<file path="src/rtl/game_tick_gen.sv">
// game_tick_gen: level-scaled game step pulse generator with run/pause/halt control and optional auto speed-up.
module game_tick_gen #(
  parameter int CNT_W         = 26,
  parameter int BASE_CYCLES   = 50000000,
  parameter int STEP_CYCLES   = 6250000,
  parameter int MIN_CYCLES    = 6250000,
  parameter int LVL_W         = 3,
  parameter int AUTO          = 0,
  parameter int TICKS_PER_LVL = 16,
  parameter int TCNT_W        = 16
) (
  input  logic              clk50,
  input  logic              reset,
  input  logic              start,
  input  logic              pause,
  input  logic              gameOver,
  input  logic [LVL_W-1:0]  level_in,
  output logic              tick,
  output logic [LVL_W-1:0]  level,
  output logic [TCNT_W-1:0] tick_count,
  output logic              running
);
  localparam int PW = CNT_W + LVL_W;
  localparam int AW = TICKS_PER_LVL > 1 ? $clog2(TICKS_PER_LVL) : 1;
  localparam logic [1:0] IDLE = 2'd0, RUN = 2'd1, PAUSE = 2'd2, HALT = 2'd3;
  localparam logic [LVL_W-1:0] LVL_MAX = '1;
  logic [1:0] st_q, st_d;
  logic [CNT_W-1:0] cnt_q, cnt_d, period_q, period_d;
  logic [LVL_W-1:0] level_q, level_d, lvl_nxt;
  logic [TCNT_W-1:0] tcnt_q, tcnt_d;
  logic [AW-1:0] auto_q, auto_d;
  logic tick_q, enter, adv, wrap, auto_hit;
  // Underflow and anything below the floor both clamp to MIN_CYCLES.
  function automatic logic [CNT_W-1:0] period_of(input logic [LVL_W-1:0] l);
    logic [PW-1:0] prod, diff;
    prod = PW'(l) * PW'(STEP_CYCLES);
    diff = PW'(BASE_CYCLES) - prod;
    return (prod > PW'(BASE_CYCLES) || diff < PW'(MIN_CYCLES)) ? CNT_W'(MIN_CYCLES) : CNT_W'(diff);
  endfunction
  always_comb begin
    enter    = start && !gameOver && (st_q == IDLE || st_q == HALT);
    adv      = !gameOver && !pause && (st_q == RUN || st_q == PAUSE);
    wrap     = adv && cnt_q == period_q - CNT_W'(1);
    auto_hit = auto_q == AW'(TICKS_PER_LVL - 1);
    st_d     = gameOver ? HALT : enter ? RUN : (st_q == RUN && pause) ? PAUSE :
               (st_q == PAUSE && !pause) ? RUN : st_q;
    lvl_nxt  = AUTO == 0 ? level_in : enter ? '0 :
               (auto_hit && level_q != LVL_MAX) ? level_q + LVL_W'(1) : level_q;
    level_d  = (enter || wrap) ? lvl_nxt : level_q;
    period_d = (enter || wrap) ? period_of(lvl_nxt) : period_q;
    cnt_d    = (enter || gameOver || wrap) ? '0 : adv ? cnt_q + CNT_W'(1) : cnt_q;
    tcnt_d   = enter ? '0 : wrap ? tcnt_q + TCNT_W'(1) : tcnt_q;
    auto_d   = enter ? '0 : (wrap && AUTO != 0) ? (auto_hit ? '0 : auto_q + AW'(1)) : auto_q;
  end
  always_ff @(posedge clk50 or posedge reset) begin
    if (reset) begin
      st_q     <= IDLE;
      cnt_q    <= '0;
      period_q <= CNT_W'(BASE_CYCLES);
      level_q  <= '0;
      tcnt_q   <= '0;
      auto_q   <= '0;
      tick_q   <= 1'b0;
    end else begin
      st_q     <= st_d;
      cnt_q    <= cnt_d;
      period_q <= period_d;
      level_q  <= level_d;
      tcnt_q   <= tcnt_d;
      auto_q   <= auto_d;
      tick_q   <= wrap;
    end
  end
  assign tick       = tick_q;
  assign level      = level_q;
  assign tick_count = tcnt_q;
  assign running    = st_q == RUN;
endmodule

</file>
<file path="config.mk">
export PLATFORM = sky130hd
export DESIGN_NAME = game_tick_gen
export DESIGN_NICKNAME = d
export VERILOG_FILES = /design/src/rtl/game_tick_gen.sv
export SDC_FILE = /design/constraint.sdc
export NUM_CORES = 1
export LEC_CHECK = 0
export BUFFER_PORTS_ARGS = -buffer_cell sky130_fd_sc_hd__buf_4
export CAP_MARGIN = 10
export CORE_UTILIZATION = 31
export DETAILED_ROUTE_END_ITERATION = 8
export PLACE_DENSITY = 0.54
export SKIP_CTS_REPAIR_TIMING = 1
export SLEW_MARGIN = 40
export SYNTH_ARGS = -nofsm -noshare
export SYNTH_HDL_FRONTEND = slang
export SYNTH_SLANG_ARGS = --single-unit
</file>
<file path="constraint.sdc">
create_clock -name clk50 -period 4.9 [get_ports clk50]
set_input_delay 0.245 -clock clk50 [delete_from_list [all_inputs] [get_ports clk50]]
set_output_delay 0.245 -clock clk50 [all_outputs]
set_load 0.1 [all_outputs]
</file>
; Word level (Yosys, flattened, before mapping)
; Index checks and enable logic that the tools add are counted.
[op_classes]
n_addsub = 4
n_mul = 1
n_lt_le_gt_ge = 2
eq_ne = 4
muxes = 9
reduce_logical = 19
[ops]
columns = op, count
row1 = $mux 26, 3
row2 = $mux 16, 2
row3 = $lt 29x23->1 const B, 1
row4 = $sub 26x26->27 const A, 1
row5 = $add 26x1->26 const B, 1
row6 = $eq 26x26->1, 1
row7 = $gt 26x26->1 const B, 1
row8 = $sub 26x1->26 const B, 1
row9 = $mul 3x19->22 const B, 1
row10 = $add 16x1->16 const B, 1
row11 = $mux 2, 4
row12 = $logic_and 1x1->1, 7
row13 = $logic_or 1x1->1, 6
row14 = $eq 2x2->1 const B, 2
row15 = $reduce_bool 2->1, 2
row16 = $reduce_bool 4->1, 1
row17 = $eq 2x1->1 const B, 1
row18 = $logic_not 1->1, 2
row19 = $logic_not 2->1, 1
[word_totals]
reg_bits = 74
input_bits = 8
out_inout_bits = 21
word_cells = 45

; Longest topological paths before layout
[depth]
depth_word = 6
depth_mapped = 15
ltp_nobuf = 12

; Least setup slack after synthesis
; OpenSTA, ideal clock, no wires.
[synth_path]
path_kind = input -> register
start = input port level_in[0]
end = register period_q[7]
setup_ns = 0.116
arrival_ns = 4.006
t_required_ns = 4.784
slack_ns = 0.778
path_stages = 12
n_path_buf = 1
path_cell_list = fa_1 -> ha_1 -> clkbuf_1 -> a211o_1 -> and3_1 -> o311ai_1 -> a21oi_1 -> and4_1 -> o311ai_0 -> a211oi_1 -> o41ai_1 -> o21ai_0
[synth_between]
elab_chain_cells = 5
elab_cells_between_ends = 6
[synth_lines]
columns = element, line
row1 = from (decl), 17  ; input logic [LVL_W-1:0] level_in,
row2 = $mul 3x19->22 (*), 36  ; prod = PW'(l) * PW'(STEP_CYCLES);
row3 = $sub 26x26->27, 37  ; diff = PW'(BASE_CYCLES) - prod;
row4 = $lt 29x23->1, 38  ; return (prod > PW'(BASE_CYCLES) || diff < PW'(MIN_CYCLES)) ? CNT_W'(MIN_CYCLES) : CNT_W'(diff);
row5 = $logic_or 1x1->1, 38
row6 = $mux 26 (*), 38
row7 = to (signal assigned), 59  ; period_q <= CNT_W'(BASE_CYCLES);
row8 = to (signal assigned), 67  ; period_q <= period_d;
row9 = to (decl), 28  ; logic [CNT_W-1:0] cnt_q, cnt_d, period_q, period_d;
; Every way passes the cells marked *; elsewhere a longest branch is shown, timed or not.
; A chain may end at the register's enable or synchronous reset.

; Worst setup path in the final report
[layout_path]
start = input port level_in[0]
end = register period_q[19]
; The elaborated chain is that of the path after synthesis.

==> results.md <==
- Outcome: complete, no violations
- Synth async-reset ratio: 100.0%
- Routability cong.: 0.8678
- Syn nets: 614
- Clock transition at path regs: 0.06 ns
- Register area share after synthesis: 33.68%
- Worst path arrival time: 4.30 ns
- Top cell type by total area after synthesis: dfrtp_1
- Crit path required time: 5.16 ns
- Vias/cell: 5.200
- Die X: between 100 and 150 um
- Vias in the first global route: 4234
- FF-to-FF path depth: 9
- Clock Latency Late Sink: about 0.34 ns
- Iteration-0 DRC count of the detailed router: 259
- Synth top area cells: dfrtp_1 28%, xor2_1 7.7%, dfstp_2 5.8%
- Most common cell in the netlist: nor2_1
- Final setup fails: 0
- Die H: roughly 130 um
- IO Pins: 29
- Slowest stage delay, CP: roughly 0.54 ns
- Mapped Area: around 5000 um2
- DP Cell Count: around 810
- Crit path to: period_q[19]$_DFFE_PP1P_
- ANT cells: 0
- Initial Utilization: 31.71%
- DP HPWL: 9.645 mm
- Drc violations: 0
- Pin count of the biggest net entering global routing: between 40 and 50
- EDFF count, synth: 0
- Setup crit start kind: input pin
- Initial antenna violation count: 0
- IO buf count: 28
- Antenna-violating nets left: 0
- Row count: 46
- FF-to-FF End: cnt_q[13]$_DFFE_PP0P_
- First-pass GRT wire length: 21.96 mm
- DR vias: 4290
- Ys Warns: 0
- Clock sinks: 67
- Routed wire length: 12.86 mm
- Finished Core Util: 36.57%
- CTS tree: built
- Non-Filler Instances: 825
- Highest clock rate: between 200 and 250 MHz
- Die ar.: 16700 um2
- Leak: around 0.0025 uW
- Max Cap Viol: 0
- Worst slew margin: 60.51%
- Share of cells above drive strength 1: 13.79%
- Average wire per standard cell: 15.58 um
- Final period utilization: between 80% and 90%
- Post-route setup TNS: 0 ns
- Crit Path Class: in2reg
- Root buffer cell: clkbuf_16
- Syn Inst Count: 585
- Synth cell types: 67
- Area delta synth->final: 15.33%
- Gr usage total: 16.81%
- Origin of the worst setup path: level_in[0]
- Core area: between 15000 and 20000 um2
- Synth cell count leaders: 58 x nor2_1, 56 x dfrtp_1, 44 x xor2_1, 41 x nand2_1
- Clk_skew: 0.007419 ns
- Crit Path Max Fanout: 10
- PwrDens: approximately 390 nW/um2
- DRT Pass-1 Iters: 4
- Num CTS Buffers: 9
- Top-area cell type share of the netlist area: 27.92%
- Grt total ovfl: 0
- Max stage delay cell, worst path: fa_1
- Htree depth: 3
- Clock buffer depth: 2
- Yosys reg bits: 67
- Worst slew pin tran: ~0.6 ns
- Reg2Reg Setup Slack: between 0.9 and 1 ns
- Crit-path cells: buf_4 > fa_1 > ha_1 > fa_1 > nor2b_1 > o311a_1 > o41a_1 > xnor2_1 > nand4_1 > nor3_1 > nand2b_1 > o41ai_1 > buf_4 > a211o_1
- Period minus WS final: 4.037 ns
- Type of the worst min-delay path: in2reg
- Pwr Total: 2240 uW
- Avg Inst Size Synth: 8.579 um2
- Maximum vdd drop: 196.1 uV
- Final nets: 633
- Post-synth top flop: dfrtp_1
- Kind of end point of the critical path: register
- Fin. max-slew vios: 0
- # fillers: 1645
- R2r startpoint: period_q[16]$_DFFE_PP0P_
- RSZ-0062 raised after global routing: false
- Hold Vio Cnt, Final: 0
## critical path: cells and delay by family
kind                     cells  cell delay, ns
buffers and inverters        2            0.34
AO/OA/AOI/OAI                4            1.11
XOR/XNOR                     1            0.23
adder cells (fa/ha/maj)      3            1.42
AND/OR/NAND/NOR              4            0.95
## how the worst min path moves through the flow
stage / slack [ns] / to / startpoint / depth (start not counted)
finish: 0.12 / st_q[1]$_DFFE_PP0P_ / gameOver / 2
global route: 0.11 / st_q[1]$_DFFE_PP0P_ / gameOver / 2
CTS: -0.04 / cnt_q[0]$_DFFE_PP0P_ / reset / 3
detailed placement: 0.33 / cnt_q[4]$_DFFE_PP0P_ / reset / 3
global placement: 0.46 / st_q[1]$_DFFE_PP0P_ / gameOver / 2
floorplan: 0.34 / st_q[1]$_DFFE_PP0P_ / gameOver / 1
## metrics by stage
step | worst slack [ns] | cell area (um2) | hold slack, ns
floorplan | 0.7777 | 5019 | 0.3373
global placement | 0.6545 | 5436 | 0.4593
detailed placement | 0.5292 | 5461 | 0.3264
CTS | 0.8890 | 5778 | -0.04284
global route | 0.5041 | 5788 | 0.1140
finish | 0.8631 | 5788 | 0.1153
## registers in the layout, summed over array words and instances, names as in the netlist
name        count
cnt_q          26
period_q       19
tick_count     16
level           3
st_q            2
tick            1
## final cells by class
class,count,area [um2],area share (%)
multi-input combinational,469,3139,54.24
sequential,67,1690,29.20
timing repair buffer,38,300.3,5.188
tap,216,270.3,4.669
clock buffer,9,225.2,3.891
clock inverter,7,91.34,1.578
inverter,19,71.32,1.232
## cell usage in the layout (no fill, tap or decap), types with 4 or more instances in the layout
cell / count
a211o_1: 4
a21o_1: 4
a21oi_1: 37
and3_1: 17
and4_1: 6
buf_4: 36
clkbuf_16: 9
dfrtp_1: 56
dfstp_2: 11
ha_1: 18
inv_1: 18
mux2i_1: 12
nand2_1: 41
nand2b_1: 6
nand3_1: 25
nand4_1: 11
nor2_1: 58
nor2b_1: 7
nor3_1: 19
nor4_1: 6
o21ai_0: 37
o31ai_1: 4
or2_2: 5
or3_1: 10
xnor2_1: 32
xor2_1: 44
## power breakdown
group	internal, uW	switching (uW)	leakage (uW)
Combinational	309	458	0.00147
Sequential	655	119	0.000869
Clock	444	255	0.000156
Total	1410	832	0.00250
## layer usage
layer  track usage, %  vias up  part of all wire, %  wire length, um
li1                 -     2124                    -                -
met2            27.48       63                   48             6195
met4            5.398        0                 0.86              110
met3            3.716        8                  3.0              392
met1            22.00     2095                   48             6157
met5                0        -                    0                0
## cell families (layout without fill, tap and decap cells)
family / after synthesis / count (layout) / share of synthesized area (%)
adders and majority gates: 21 / 21 / 5.684
and+or+nand+nor: 233 / 233 / 24.63
DFF: 67 / 67 / 33.68
AOI/OAI and AO/OA: 125 / 125 / 16.03
buffers and inverters: 49 / 73 / 3.864
xor gates and xnor gates: 76 / 76 / 13.26
muxes: 14 / 14 / 2.842
Power figures use the tool's default switching activity.
